$ cat src/rtl/seg_pkg.sv
// Shared constants and state type for the 7-segment scan decoder: legal segment
// codes (bits a..g, MSB = a), dp bit position and the capture FSM encoding.
package seg_pkg;

  localparam logic [6:0] SEG_CODE_0 = 7'b1111110;
  localparam logic [6:0] SEG_CODE_1 = 7'b0110000;
  localparam logic [6:0] SEG_CODE_2 = 7'b1101101;
  localparam logic [6:0] SEG_CODE_3 = 7'b1111001;
  localparam logic [6:0] SEG_CODE_4 = 7'b0110011;
  localparam logic [6:0] SEG_CODE_5 = 7'b1011011;
  localparam logic [6:0] SEG_CODE_6 = 7'b1011111;
  localparam logic [6:0] SEG_CODE_7 = 7'b1110000;

  localparam int SEG_DP_BIT = 0;

  typedef enum logic [1:0] {
    IDLE,
    WAIT_STABLE,
    CAPTURED
  } seg_state_e;

endpackage

$ cat src/rtl/seg_to_bin.sv
// Combinational 7-segment pattern to 3-bit value decoder with a legal-code flag.
module seg_to_bin
  import seg_pkg::*;
(
  input  logic [6:0] pat_i,
  output logic [2:0] val_o,
  output logic       legal_o
);

  always_comb begin
    val_o   = 3'd0;
    legal_o = 1'b1;
    unique case (pat_i)
      SEG_CODE_0: val_o = 3'd0;
      SEG_CODE_1: val_o = 3'd1;
      SEG_CODE_2: val_o = 3'd2;
      SEG_CODE_3: val_o = 3'd3;
      SEG_CODE_4: val_o = 3'd4;
      SEG_CODE_5: val_o = 3'd5;
      SEG_CODE_6: val_o = 3'd6;
      SEG_CODE_7: val_o = 3'd7;
      default:    legal_o = 1'b0;
    endcase
  end

endmodule

$ cat src/rtl/seg_scan_decoder.sv
// Reconstructs per-digit values from a multiplexed 7-segment bus with a stability
// filter and sticky error flags. Define SEG_ACTIVE_LOW_EN for common-anode polarity.
module seg_scan_decoder
  import seg_pkg::*;
#(
  parameter int NUM_DIGITS    = 4,
  parameter int STABLE_CYCLES = 3
) (
  input  logic                    clk,
  input  logic                    rst_n,
  input  logic [7:0]              seg_in,
  input  logic [NUM_DIGITS-1:0]   com_in,
  input  logic                    err_clr,
  output logic [3*NUM_DIGITS-1:0] digit_val,
  output logic [NUM_DIGITS-1:0]   digit_dp,
  output logic [NUM_DIGITS-1:0]   digit_valid,
  output logic                    frame_done,
  output logic                    err_pattern,
  output logic                    err_com
);

  localparam int CW = $clog2(STABLE_CYCLES + 1);
  localparam logic [CW-1:0] CNT_MAX = CW'(STABLE_CYCLES);
  localparam logic [NUM_DIGITS-1:0] ALL_SEEN = '1;

  logic [7:0]            seg_pin;
  logic [NUM_DIGITS-1:0] com_pin;

`ifdef SEG_ACTIVE_LOW_EN
  assign seg_pin = ~seg_in;
  assign com_pin = ~com_in;
`else
  assign seg_pin = seg_in;
  assign com_pin = com_in;
`endif

  logic [7:0]            r_seg_q;
  logic [NUM_DIGITS-1:0] r_com_q;
  logic                  chg_q;
  logic [CW-1:0]         cnt_q, cnt_d;
  logic                  in_chg;

  // cnt_q counts how many cycles the registered copy has held its current value
  assign in_chg = ({seg_pin, com_pin} != {r_seg_q, r_com_q});

  always_comb begin
    if (in_chg)                cnt_d = CW'(1);
    else if (cnt_q == CNT_MAX) cnt_d = cnt_q;
    else                       cnt_d = cnt_q + CW'(1);
  end

  always_ff @(posedge clk or negedge rst_n) begin
    if (!rst_n) begin
      r_seg_q <= '0;
      r_com_q <= '0;
      chg_q   <= 1'b0;
      cnt_q   <= '0;
    end else begin
      r_seg_q <= seg_pin;
      r_com_q <= com_pin;
      chg_q   <= in_chg;
      cnt_q   <= cnt_d;
    end
  end

  seg_state_e state_q, state_d;
  logic       capture;
  logic       com_blank;
  logic       cnt_full;

  assign com_blank = (r_com_q == '0);
  assign cnt_full  = (cnt_q == CNT_MAX);

  always_comb begin
    state_d = state_q;
    capture = 1'b0;
    case (state_q)
      IDLE: begin
        if (!com_blank) begin
          if (cnt_full) begin
            capture = 1'b1;
            state_d = CAPTURED;
          end else begin
            state_d = WAIT_STABLE;
          end
        end
      end
      WAIT_STABLE: begin
        if (com_blank) begin
          state_d = IDLE;
        end else if (cnt_full) begin
          capture = 1'b1;
          state_d = CAPTURED;
        end
      end
      CAPTURED: begin
        // A single-cycle stability window captures a new value immediately
        if (chg_q) begin
          if (com_blank) begin
            state_d = IDLE;
          end else if (cnt_full) begin
            capture = 1'b1;
          end else begin
            state_d = WAIT_STABLE;
          end
        end
      end
      default: state_d = IDLE;
    endcase
  end

  always_ff @(posedge clk or negedge rst_n) begin
    if (!rst_n) state_q <= IDLE;
    else        state_q <= state_d;
  end

  logic [2:0] dec_val;
  logic       dec_legal;

  seg_to_bin u_seg_to_bin (
    .pat_i   (r_seg_q[7:1]),
    .val_o   (dec_val),
    .legal_o (dec_legal)
  );

  logic [3*NUM_DIGITS-1:0] val_q, val_d;
  logic [NUM_DIGITS-1:0]   dp_q, dp_d;
  logic [NUM_DIGITS-1:0]   valid_q, valid_d;
  logic [NUM_DIGITS-1:0]   seen_q, seen_d;
  logic                    fd_q, fd_d;
  logic                    ep_q, ep_d;
  logic                    ec_q, ec_d;

  always_comb begin
    val_d   = val_q;
    dp_d    = dp_q;
    valid_d = valid_q;
    fd_d    = (seen_q == ALL_SEEN);
    seen_d  = fd_d ? '0 : seen_q;
    ep_d    = err_clr ? 1'b0 : ep_q;
    ec_d    = err_clr ? 1'b0 : ec_q;
    if (capture) begin
      if ($onehot(r_com_q)) begin
        for (int i = 0; i < NUM_DIGITS; i++) begin
          if (r_com_q[i]) begin
            seen_d[i] = 1'b1;
            if (dec_legal) begin
              val_d[3*i +: 3] = dec_val;
              dp_d[i]         = r_seg_q[SEG_DP_BIT];
              valid_d[i]      = 1'b1;
            end else begin
              valid_d[i] = 1'b0;
              ep_d       = 1'b1;
            end
          end
        end
      end else begin
        ec_d = 1'b1;
      end
    end
  end

  always_ff @(posedge clk or negedge rst_n) begin
    if (!rst_n) begin
      val_q   <= '0;
      dp_q    <= '0;
      valid_q <= '0;
      seen_q  <= '0;
      fd_q    <= 1'b0;
      ep_q    <= 1'b0;
      ec_q    <= 1'b0;
    end else begin
      val_q   <= val_d;
      dp_q    <= dp_d;
      valid_q <= valid_d;
      seen_q  <= seen_d;
      fd_q    <= fd_d;
      ep_q    <= ep_d;
      ec_q    <= ec_d;
    end
  end

  assign digit_val   = val_q;
  assign digit_dp    = dp_q;
  assign digit_valid = valid_q;
  assign frame_done  = fd_q;
  assign err_pattern = ep_q;
  assign err_com     = ec_q;

endmodule

$ cat config.mk
export PLATFORM = sky130hd
export DESIGN_NAME = seg_scan_decoder
export DESIGN_NICKNAME = d
export VERILOG_FILES = /design/src/rtl/seg_pkg.sv /design/src/rtl/seg_to_bin.sv /design/src/rtl/seg_scan_decoder.sv
export SDC_FILE = /design/constraint.sdc
export NUM_CORES = 1
export LEC_CHECK = 0
export CAP_MARGIN = 10
export CORE_UTILIZATION = 45
export CTS_CLUSTER_DIAMETER = 30
export DETAILED_ROUTE_END_ITERATION = 8
export PLACE_DENSITY = 0.71
export SLEW_MARGIN = 20
export SYNTH_ARGS = -nofsm -noshare
export SYNTH_HDL_FRONTEND = slang
export SYNTH_HIERARCHICAL = 1
export SYNTH_SLANG_ARGS = --single-unit
$ cat constraint.sdc
create_clock -name clk -period 4.45 [get_ports clk]
set_input_delay 0.89 -clock clk [delete_from_list [all_inputs] [get_ports clk]]
set_output_delay 0.89 -clock clk [all_outputs]
set_load 0.02 [all_outputs]
# After elaboration in Yosys (flattened, before gate mapping)
# Index checks and enable logic that the tools add are counted.
[word_totals]
output_inout_bits = 23
romBits = 0
ramBits = 0
memories = 0
inputBits = 15
wordCells = 95
ff_bits = 44
latchBits = 0
[op_classes]
multipliers = 0
shifts = 0
div = 0
n_reduce_logical = 13
n_lt_le_gt_ge = 0
eq_ne = 19
muxes = 38
addsub = 4
bitwise = 0
[op_table]
columns = ["cell", "n"]
rows = [
  ["equality test 7 bit (second input constant)", 6],
  ["2-to-1 mux 1 bit", 23],
  ["one-hot mux 3 bit (7 select lines)", 1],
  ["AND reduction 4 bit", 5],
  ["2-to-1 mux 2 bit", 9],
  ["equality test 7 x 6 -> 1 bit (second input constant)", 2],
  ["2-to-1 mux 4 bit", 3],
  ["!= test 12 bit", 1],
  ["AND reduction 3 bit", 4],
  ["OR reduction 8 bit", 1],
  ["!= test 2 bit (second input constant)", 3],
  ["!= test 3 bit (second input constant)", 2],
  ["one-hot mux 2 bit (3 select lines)", 1],
  ["adder 1 x 1 -> 2 bit", 2],
  ["equality test 2 bit (second input constant)", 2],
  ["equality test 4 bit (second input constant)", 1],
  ["logical NOT 4 bit", 1],
  ["adder 2 x 2 -> 3 bit", 1],
  ["equality test 3 x 1 -> 1 bit (second input constant)", 1],
  ["adder 2 x 1 -> 2 bit (second input constant)", 1],
  ["equality test 2 x 1 -> 1 bit (second input constant)", 1],
  ["logical NOT 2 bit", 1],
  ["one-hot mux 1 bit (2 select lines)", 1],
  ["OR reduction 2 bit", 1],
]

# Logic depth before layout (Yosys ltp)
# Gate-level depths: netlist of the first run.
[logic_depth]
word_depth = 13
ltp_mapped = 10
ltp_nobuf = 9

# By module
# The synthesis of the first run kept the hierarchy.
[modules_own_cells]
columns = ["module", "seq_area_each_um2", "cells_each", "instances", "area_each_um2"]
rows = [
  ["seg_scan_decoder", 1101.1, 135, 1, 1811.7],
  ["seg_to_bin", 0.0, 28, 1, 158.9],
]

# Least setup slack after synthesis of the first run
# OpenSTA, ideal clock, no wires.
[synth_path]
path_kind = "reg-to-reg"
startpoint = "register r_com_q[0]"
endpoint = "register dp_q[2] (netlist: digit_dp[2])"
setup_ps = 125
n_path_buf = 1
synth_period_minus_slack_ps = 2730
t_arrival_ps = 2605
path_stages_with_launch = 11
path_slack_ps = 1720
t_required_ps = 4325
cell_sequence = "dfrtp_1 -> inv_1 -> fa_1 -> inv_1 -> ha_1 -> ha_1 -> or3b_4 -> nor2_4 -> and3_1 -> buf_4 -> mux2_2"
[synth_via]
elab_chain_len = 5
word_cells_on_any_way = 8
classes_between = "add/sub (2); eq/ne (1); mux (3); reduce/logical (2)"
[synth_rtl]
columns = ["item", "line", "text"]
rows = [
  ["from (decl)", "seg_scan_decoder.sv:38", "logic [NUM_DIGITS-1:0] r_com_q;"],
  ["from (signal assigned)", "seg_scan_decoder.sv:60", "r_com_q <= com_pin;"],
  ["parallel branches: the longest is 4 deep, another holds adder 2 x 2 -> 3 bit", "--", ""],
  ["AND reduction 4 bit (no line) *", "--", ""],
  ["to (signal assigned)", "seg_scan_decoder.sv:174", "dp_q <= dp_d;"],
  ["to (decl)", "seg_scan_decoder.sv:127", "logic [NUM_DIGITS-1:0] dp_q, dp_d;"],
]
# Mark *: on every way between the ends.
# A chain may end at the register's enable or synchronous reset.

# Worst setup path in the final report of the first run
[layout_path]
startpoint = "register r_com_q[0]"
endpoint = "register val_q[6] (netlist: digit_val[6])"
[layout_via]
elab_chain_len = 5
word_cells_on_any_way = 8
classes_between = "add/sub (2); eq/ne (1); mux (3); reduce/logical (2)"
[layout_rtl]
columns = ["item", "line", "text"]
rows = [
  ["parallel branches: the longest is 4 deep, another holds adder 2 x 2 -> 3 bit", "--", ""],
  ["AND reduction 4 bit (no line) *", "--", ""],
  ["to (signal assigned)", "seg_scan_decoder.sv:173", "val_q <= val_d;"],
  ["to (decl)", "seg_scan_decoder.sv:126", "logic [3*NUM_DIGITS-1:0] val_q, val_d;"],
]
# Marks and branches as above.

==> results of run 1 <==
-- cell families after synthesis --
| logic type | after synthesis | synth area share (%) |
|---|---|---|
| muxes | 17 | 9.651 |
| AOI/OAI and AO/OA | 19 | 7.809 |
| xor gates and xnor gates | 15 | 6.667 |
| adders and majority gates | 5 | 3.556 |
| DFF | 44 | 55.87 |
| buffers and inverters | 13 | 2.920 |
| and+or+nand+nor | 50 | 13.52 |
-- path summary, 6_finish.rpt --
path                                  from      endpoint  slack [ps]  cells past startpoint
worst max-delay path            r_com_q[0]  digit_val[6]        1570                      9
worst min-delay path            state_q[0]    state_q[1]         440                      1
worst max register to register  r_com_q[0]  digit_val[6]        1570                      9
worst min register to register  state_q[0]    state_q[1]         440                      1
max in group asynchronous            rst_n  digit_val[0]        3500                      2
min in group asynchronous            rst_n    state_q[1]         480                      1
-- state kept, by name, indices dropped and copies added, names as in the netlist --
signal and cells:
err_com 1, r_com_q 4, err_pattern 1, digit_valid 4
digit_dp 4, seen_q 4, chg_q 1, cnt_q 2
digit_val 12, state_q 2, r_seg_q 8, frame_done 1
-- worst max-delay path, stage by stage (launching register included) --
cell and delay [ps]:
sky130_fd_sc_hd__dfrtp_1 420, sky130_fd_sc_hd__inv_1 100, sky130_fd_sc_hd__fa_1 540, sky130_fd_sc_hd__inv_1 40, sky130_fd_sc_hd__ha_1 170, sky130_fd_sc_hd__ha_1 260
sky130_fd_sc_hd__or3b_4 430, sky130_fd_sc_hd__nor2_4 150, sky130_fd_sc_hd__and3_1 290, sky130_fd_sc_hd__mux2_2 370
-- cell usage in the layout, fill, tap and decap left out, types with 3 or more instances in the layout --
cell type                         Yosys  final
sky130_fd_sc_hd__inv_1                9      9
sky130_fd_sc_hd__o21ai_0              3      3
sky130_fd_sc_hd__nand2b_1             4      4
sky130_fd_sc_hd__ha_1                 4      4
sky130_fd_sc_hd__clkdlybuf4s50_1      0     36
sky130_fd_sc_hd__xor2_1              13     13
sky130_fd_sc_hd__clkbuf_8             0      5
sky130_fd_sc_hd__nor2_1               8      8
sky130_fd_sc_hd__a21o_1               3      3
sky130_fd_sc_hd__nor4_1               3      3
sky130_fd_sc_hd__dfrtp_1             44     44
sky130_fd_sc_hd__nand4_1              3      3
sky130_fd_sc_hd__a21oi_1              3      3
sky130_fd_sc_hd__mux2_2              16     16
sky130_fd_sc_hd__nand2_1             15     15
sky130_fd_sc_hd__nand3_1              5      5
-- where the power goes --
part / total, mW / switching (mW) / internal [mW]
combinational: 0.0576 / 0.0289 / 0.0287
sequential: 0.416 / 0.0109 / 0.405
clock: 0.244 / 0.138 / 0.106
total: 0.718 / 0.178 / 0.540
-- per-layer routing --
| layer | global-route usage (%) | vias up | share of wire [%] |
|---|---|---|---|
| li1 | - | 639 | - |
| met1 | 25.40 | 685 | 45 |
| met2 | 31.62 | 30 | 50 |
| met3 | 3.667 | 7 | 3.0 |
| met4 | 11.46 | 0 | 2.3 |
| met5 | 0 | - | 0 |
-- area by class of cell --
cell class	count	area (um^2)
repair buffers	38	385.4
multi-input cells	106	812.0
flip-flops and latches	44	1101
inverters	9	33.78
fillers	349	1639
clock buffers	5	68.82
clock inverters	2	12.51
well taps	50	62.56
-- metrics by stage --
step	total power, mW	instance area [um^2]	std cells
5_1_grt	0.7491	2476	254
3_3_place_gp	0.4773	2375	246
6_report	0.7181	2476	254
3_5_place_dp	0.4805	2375	246
2_1_floorplan	0.4500	1971	163
4_1_cts	0.7207	2456	253
==> flow_metrics.tcl, run 1 <==
set metrics [dict create \
    hold-worst-slack_ps 435.2 \
    floorplan.core_area_mm2 0.004115 \
    asr_flop_ratio_synth_pct 100.0 \
    maximum_number_of_pins_on_one_net_before_global_route_repair 45 \
    grt_antenna_before_repair 0 \
    placementRows 23 \
    worst_slew_pin_slew_ps 423.2 \
    synth.area.top_cells "sky130_fd_sc_hd__dfrtp_1 (56%), sky130_fd_sc_hd__mux2_2 (9.1%), sky130_fd_sc_hd__xor2_1 (5.8%)" \
    groute.usage.overall_pct 19.94 \
    maxSlewHeadroom_pct 71.49 \
    crit_arrival_ps 3070 \
    ant_nets 0 \
    syn_to_final_growth_pct 25.65 \
    gp_routability_congestion 0.9084 \
    rsz_0062_raised_after_global_routing "false" \
    cts-resized-gates 0 \
    post_synth_instance_area_mm2 0.001971 \
    globalRoute.totalOverflow 0 \
    synth.yosys.seq_area_share_pct 55.87 \
    drt-wirelength-per-cell_um 15.46 \
    detail_route.iter0.violations 76 \
    clockBufferDepth 2 \
    synthesis.instances 163 \
    worst_ep_required_time_ps 4640 \
    min-delay-path-class "reg2reg" \
    clkLatencyLatePin_ps 300 \
    yosysTopAreaCellShare_pct 55.87 \
    synth_seq_cells 44 \
    portBuffers 37 \
    htree_levels 2 \
    top_level_ports 38 \
    detail_route.wirelength_um 3928 \
    avgViaCountPerCell 5.358 \
    mappedNetlistNets 183 \
    fin_skew_ps 7.005 \
    cts.sink_count 44 \
    crit_type "reg2reg" \
    synth_edf_count 0 \
    cts_tree "done" \
    vias 1361 \
    crit_path_end_kind "flip-flop" \
    peakVddDrop_v 0.0002055 \
    peak_fanout_along_the_critical_path 5 \
    timing.max_cap.violations 0 \
    antennaDiodeCount 0 \
    floorplan.die.height_um 68.18 \
    status "completed" \
    period_share_pct 64.80 \
    post-synth-top-count-cell "sky130_fd_sc_hd__dfrtp_1" \
    place_ws_ps 1563 \
    maxClockFrequency_mhz 346.8 \
    clkTransAtPathRegs_ps 80 \
    first_pass_iters 4 \
    cts_buffers 5 \
    biggest_area_consumer_among_synthesized_cells "sky130_fd_sc_hd__dfrtp_1" \
    finalSetupTns_ps 0 \
    p_leak_nw 1.167 \
    post_cts_hold_buffer_count 0 \
    post-route-worst-setup-slack_ps 1567 \
    syn-mean-instance-area_um2 12.09 \
    design.die.area_mm2 0.004648 \
    cts_root_buf "sky130_fd_sc_hd__clkbuf_8" \
    drive_gt1_share_pct 16.67 \
    fin_nets 224 \
    finalCriticalPeriod_ps 2883 \
    fin_util_pct 60.17 \
    dp_hpwl_um 2951 \
    remaining_drc_errors 0 \
    number_of_endpoints_failing_setup_at_the_final_stage 0 \
    flip_flop_cell_with_the_highest_count_after_synthesis "sky130_fd_sc_hd__dfrtp_1" \
    cts_setup_buffers 0 \
    first_global_vias 1364 \
    first_pass_grt_wire_length_um 6534 \
    top_cells_by_count_synth "sky130_fd_sc_hd__dfrtp_1 (44), sky130_fd_sc_hd__mux2_2 (16), sky130_fd_sc_hd__nand2_1 (15)" \
    timing_max_transition_violations_final 0 \
    yosys_warnings 6 \
    final_hold_violations 0 \
    startpoint_kind_of_the_worst_setup_timing_path "flip-flop" \
    initial_utilization_pct 47.89 \
    netlist-cell-type-count 38 \
    die_x_um 68.18 \
    cellPowerDensity_mw_per_mm2 290.0 \
]
No activity file was read; power rests on OpenSTA's default activity.
==> run 2, diff against run 1 <==
clock period = 2.93 ns   (was 4.45 ns; I/O delays follow)
==> run 2 against run 1 <==
Final area grew 1.8%. Utilization grew 1.1 points. Clock-buffer cell count grew 1. First-iteration DRC count shrank 13%. Via count grew 2.5%. Clock skew grew 0.70 ps. Sequential share of layout area shrank 0.77 points.
==> flow_metrics.tcl, run 2 (synthesis gave the netlist of run 1 again) <==
set metrics [dict create \
    worst_slew_pin_slew_ps 965.0 \
    detail_route.iter0.violations 66 \
    first_pass_grt_wire_length_um 6948 \
    grt.met3_usage_pct 4.333 \
    design.die.area_mm2 0.004648 \
    first_global_vias 1459 \
    detail_route.wirelength_um 4124 \
    most_frequent_cells_in_the_layout "sky130_fd_sc_hd__dfrtp_1 (44), sky130_fd_sc_hd__clkdlybuf4s50_1 (36), sky130_fd_sc_hd__mux2_2 (16), sky130_fd_sc_hd__nand2_1 (15), sky130_fd_sc_hd__xor2_1 (13)" \
    clockBufferDepth 2 \
    timing_max_transition_violations_final 0 \
    clkTransAtPathRegs_ps 80 \
    post_cts_hold_buffer_count 0 \
    power_mw 1.208 \
    min-delay-path-class "in2async" \
    fin_nets 226 \
    rsz_0062_raised_after_global_routing "false" \
    fin_skew_ps 7.703 \
    grtUsageMet1_pct 25.56 \
    finalCriticalPeriod_ps 2789 \
    peakVddDrop_v 0.0002650 \
    crit_path_cell_trace "inv_1 -> fa_1 -> inv_1 -> ha_1 -> ha_1 -> or3b_4 -> nor2_4 -> nand3_1 -> mux2_2" \
    count_of_buffer_and_inverter_cells_on_the_critical_path 2 \
    power_frac_clock_pct 40.3 \
    gp_routability_congestion 0.8682 \
    maximum_number_of_pins_on_one_net_before_global_route_repair 45 \
    number_of_endpoints_failing_setup_at_the_final_stage 0 \
    top_level_ports 38 \
    critical-path-slowest-cell "sky130_fd_sc_hd__fa_1" \
    cts_root_buf "sky130_fd_sc_hd__clkbuf_8" \
    switching_part_of_the_total_power_pct 22.35 \
    drt-wirelength-per-cell_um 16.05 \
    vias 1395 \
    groute.usage.overall_pct 20.75 \
    globalRoute.totalOverflow 0 \
    crit_path_end_kind "flip-flop" \
    maxSlewHeadroom_pct 35.67 \
    p_leak_nw 1.193 \
    clkLatencyLatePin_ps 300 \
    dp_hpwl_um 3027 \
    status "completed" \
    grt_busiest_layer "met2" \
    cts_buffers 5 \
    die_x_um 68.18 \
    intPower_uw 938.0 \
    avgViaCountPerCell 5.428 \
    groute.layer.met2.usage_pct 33.95 \
    drive_gt1_share_pct 18.36 \
    timing.max_cap.violations 0 \
    worst_ep_required_time_ps 3120 \
    finalSetupTns_ps 0 \
    seqPwrFrac_pct 52.2 \
    crit_type "reg2reg" \
    reg2reg_setup_slack_ps 140 \
    crit_arrival_ps 2980 \
    remaining_drc_errors 0 \
    share_comb_of_total_power_pct 7.5 \
    cts.sink_count 44 \
    placementRows 23 \
    first_pass_iters 4 \
    peak_fanout_along_the_critical_path 5 \
    floorplan.core_area_mm2 0.004115 \
    syn_to_final_growth_pct 27.87 \
    final_hold_violations 0 \
    largest_register_ffs 12 \
    power.net_switching_uw 270.0 \
    period_share_pct 95.19 \
    ant_nets 0 \
    critical_path.top_delay_family "adder cells" \
    cellPowerDensity_mw_per_mm2 479.3 \
    floorplan.die.height_um 68.18 \
    antennaDiodeCount 0 \
    grt_antenna_before_repair 0 \
    maxClockFrequency_mhz 358.5 \
    initial_utilization_pct 47.89 \
    portBuffers 37 \
    layout.cells.most_common "sky130_fd_sc_hd__dfrtp_1" \
    longest_individual_stage_delay_on_the_worst_path_ps 530 \
    cts_tree "done" \
    htree_levels 2 \
    startpoint_kind_of_the_worst_setup_timing_path "flip-flop" \
    n_fill_cell 325 \
]
-- run 2: changes by cell type in the layout (fill, tap and decap cells not counted), sizes merged --
| cell | delta |
|---|---|
| clkinvlp | -1 |
| bufinv | +1 |
| buf | +2 |
| clkbuf | +1 |
-- run 2: power by group through the flow --
stage	logic [mW]	clock network [mW]	registers [mW]
final	0.0910	0.487	0.630
after global routing	0.101	0.522	0.632
after CTS	0.0918	0.500	0.630
after detailed placement	0.0913	0	0.642
after global placement	0.0877	0	0.641
after floorplan	0.0441	0	0.639
-- run 2: through the flow --
stage | std cells | cell area, um^2 | util (%) | setup WS (ps) | hold slack [ps]
5_1_grt | 257 | 2520 | 61.23 | 13.41 | 464.7
4_1_cts | 257 | 2519 | 61.20 | 104.2 | 444.5
2_1_floorplan | 163 | 1971 | - | 200.1 | 290.4
3_3_place_gp | 249 | 2397 | 58.25 | 206.2 | 418.6
3_5_place_dp | 249 | 2397 | 58.25 | 97.74 | 430.0
6_report | 257 | 2520 | 61.23 | 141.0 | 435.4
-- run 2: repair_timing --
item / CTS / global route
buffers inserted: 0 / 0
gates resized for setup: 0 / 1
endpoints found under the setup margin: 0 / 1
-- run 2: routing by layer --
metal / part of all wire, % / vias to the layer above
li1: - / 641
met1: 43 / 703
met2: 51 / 40
met3: 4.3 / 11
met4: 2.4 / 0
met5: 0 / -
-- run 2: layout make-up --
class                   instances  area (um^2)  share of cell area, %
flip-flops and latches         44         1101                  43.69
repair buffers                 40        387.9                  15.39
clock buffers                   6        82.58                  3.277
multi-input cells             106        813.3                  32.27
inverters                       9        33.78                  1.341
clock inverters                 2        38.79                  1.539
well taps                      50        62.56                  2.483
-- run 2: worst paths after layout --
kind	cells past startpoint	startpoint	endpoint
max	9	r_com_q[0]	digit_val[1]
min	1	rst_n	cnt_q[0]
max reg2reg	9	r_com_q[0]	digit_val[1]
min reg2reg	1	state_q[0]	state_q[1]
max in group asynchronous	1	rst_n	r_seg_q[1]
min in group clk	1	state_q[0]	state_q[1]
-- run 2: worst register-to-register path: stages (launching register included) --
cell,delay (ps)
sky130_fd_sc_hd__dfrtp_1,350
sky130_fd_sc_hd__inv_1,80
sky130_fd_sc_hd__fa_1,530
sky130_fd_sc_hd__inv_1,40
sky130_fd_sc_hd__ha_1,170
sky130_fd_sc_hd__ha_1,270
sky130_fd_sc_hd__or3b_4,430
sky130_fd_sc_hd__nor2_4,160
sky130_fd_sc_hd__nand3_1,300
sky130_fd_sc_hd__mux2_2,380
==> run 3, diff against run 2 <==
GPL_ROUTABILITY_DRIVEN = 0   (was default)
==> run 3 against run 2 <==
Critical path depth unchanged. Sequential power about the same. Final area did not move. Clock skew is 1.6 ps lower. Power is 0.42% lower. Via count up 1.4%.
==> flow_metrics.tcl, run 3 (synthesis gave the netlist of run 1 again) <==
set metrics [dict create \
    first_pass_iters 4 \
    grt_antenna_before_repair 0 \
    dpl-instance-area_mm2 0.002390 \
    finalCriticalPeriod_ps 2793 \
    drive_gt1_share_pct 19.42 \
    cellPowerDensity_mw_per_mm2 477.3 \
    vias 1414 \
    maximum_number_of_pins_on_one_net_before_global_route_repair 45 \
    cts_setup_buffers 0 \
    seq_area_mm2 0.001102 \
    first_pass_grt_wire_length_um 6534 \
    fin_cells 256 \
    detail_route.wirelength_um 4114 \
    power_mw 1.203 \
    stdcell_area_mm2 0.002520 \
    area_of_the_multi_input_gates_um2 819.5 \
    finalSetupTns_ps 0 \
    globalRoute.totalOverflow 0 \
    critPathLaunch "r_com_q[0]" \
    drt-wirelength-per-cell_um 16.07 \
    place_ws_ps 98.95 \
    clkLatencyLatePin_ps 290 \
    timing.max_cap.violations 0 \
    peakVddDrop_v 0.0002394 \
    r2r-start "r_com_q[0]" \
    dp_hpwl_um 2934 \
    floorplan.core_area_mm2 0.004115 \
    avgViaCountPerCell 5.523 \
    portBuffers 37 \
    cts.sink_count 44 \
    crit_arrival_ps 2980 \
    cts-resized-gates 0 \
    min-delay-path-class "in2async" \
    fin_skew_ps 6.105 \
    worst_slew_pin_slew_ps 962.4 \
    rsz_0062_raised_after_global_routing "false" \
    first_global_vias 1411 \
    largest_register_ffs 12 \
    die_x_um 68.18 \
    initial_utilization_pct 47.89 \
    status "completed" \
    place_inst 248 \
    maxClockFrequency_mhz 358.0 \
    final_hold_violations 0 \
    remaining_drc_errors 0 \
    placementRows 23 \
    clockBufferDepth 2 \
    peak_fanout_along_the_critical_path 5 \
    layout.cells.most_common "sky130_fd_sc_hd__dfrtp_1" \
    most_frequent_cells_in_the_layout "sky130_fd_sc_hd__dfrtp_1 (43), sky130_fd_sc_hd__clkdlybuf4s50_1 (36), sky130_fd_sc_hd__mux2_2 (16), sky130_fd_sc_hd__nand2_1 (15), sky130_fd_sc_hd__xor2_1 (13)" \
    timing_max_transition_violations_final 0 \
    startpoint_kind_of_the_worst_setup_timing_path "flip-flop" \
    detail_route.iter0.violations 85 \
    p_leak_nw 1.187 \
    design.die.area_mm2 0.004648 \
    crit_type "reg2reg" \
    fin_nets 225 \
    floorplan.die.height_um 68.18 \
    crit_path_end_kind "flip-flop" \
    syn_to_final_growth_pct 27.87 \
    top_level_ports 38 \
    worst_ep_required_time_ps 3110 \
    n_fill_cell 326 \
    period_share_pct 95.33 \
    ant_nets 0 \
    post_cts_hold_buffer_count 0 \
    rr_endpoint "digit_val[6]" \
    cts_buffers 5 \
    cts_tree "done" \
    post-route-worst-setup-slack_ps 136.8 \
    antennaDiodeCount 0 \
    maxSlewHeadroom_pct 35.84 \
    groute.usage.overall_pct 19.86 \
    r2r_cells 9 \
    reg2reg_setup_slack_ps 140 \
    number_of_endpoints_failing_setup_at_the_final_stage 0 \
    cts_root_buf "sky130_fd_sc_hd__clkbuf_8" \
    clkTransAtPathRegs_ps 80 \
    htree_levels 2 \
]
[run 3: per-stage QoR]
stage	utilization, %	hold slack (ps)
global route	61.23	481.5
finish	61.23	435.9
detailed placement	58.07	427.7
CTS	61.02	439.3
global placement	58.07	416.9
floorplan	-	290.4
[run 3: worst max path at each step]
stage | depth (start not counted) | end
after floorplan | 10 | digit_dp[2]
after global placement | 9 | digit_val[7]
after detailed placement | 9 | digit_val[11]
after CTS | 9 | digit_val[11]
after global routing | 9 | digit_val[6]
final | 9 | digit_val[6]
[run 3: layout make-up]
class	instances	area share (%)
clock inverters	2	1.539
repair buffers	39	15.09
well taps	50	2.483
flip-flops and latches	44	43.74
multi-input cells	106	32.52
inverters	9	1.341
clock buffers	6	3.277
[run 3: critical path, cell delays in order, from the launching register on]
cell and delay [ps]:
sky130_fd_sc_hd__dfrtp_1 350, sky130_fd_sc_hd__inv_1 80, sky130_fd_sc_hd__fa_1 550, sky130_fd_sc_hd__inv_1 40, sky130_fd_sc_hd__ha_1 170, sky130_fd_sc_hd__ha_1 270, sky130_fd_sc_hd__or3b_4 430, sky130_fd_sc_hd__nor2_4 160
sky130_fd_sc_hd__and3_2 270, sky130_fd_sc_hd__mux2_2 350
[run 3: routing by layer]
layer	share of wire, %	GRT usage, %	up-vias
met5	0	0	-
met4	1.7	9.375	0
met3	2.8	3.000	5
li1	-	-	645
met2	52	33.82	36
met1	43	24.52	728
[run 3: report_power, final]
group	internal, mW	total (mW)	leakage, nW	switching, mW
logic	0.0431	0.0901	0.555	0.0469
registers	0.616	0.631	0.571	0.0155
clock network	0.279	0.481	0.0614	0.203
total	0.938	1.20	1.19	0.265
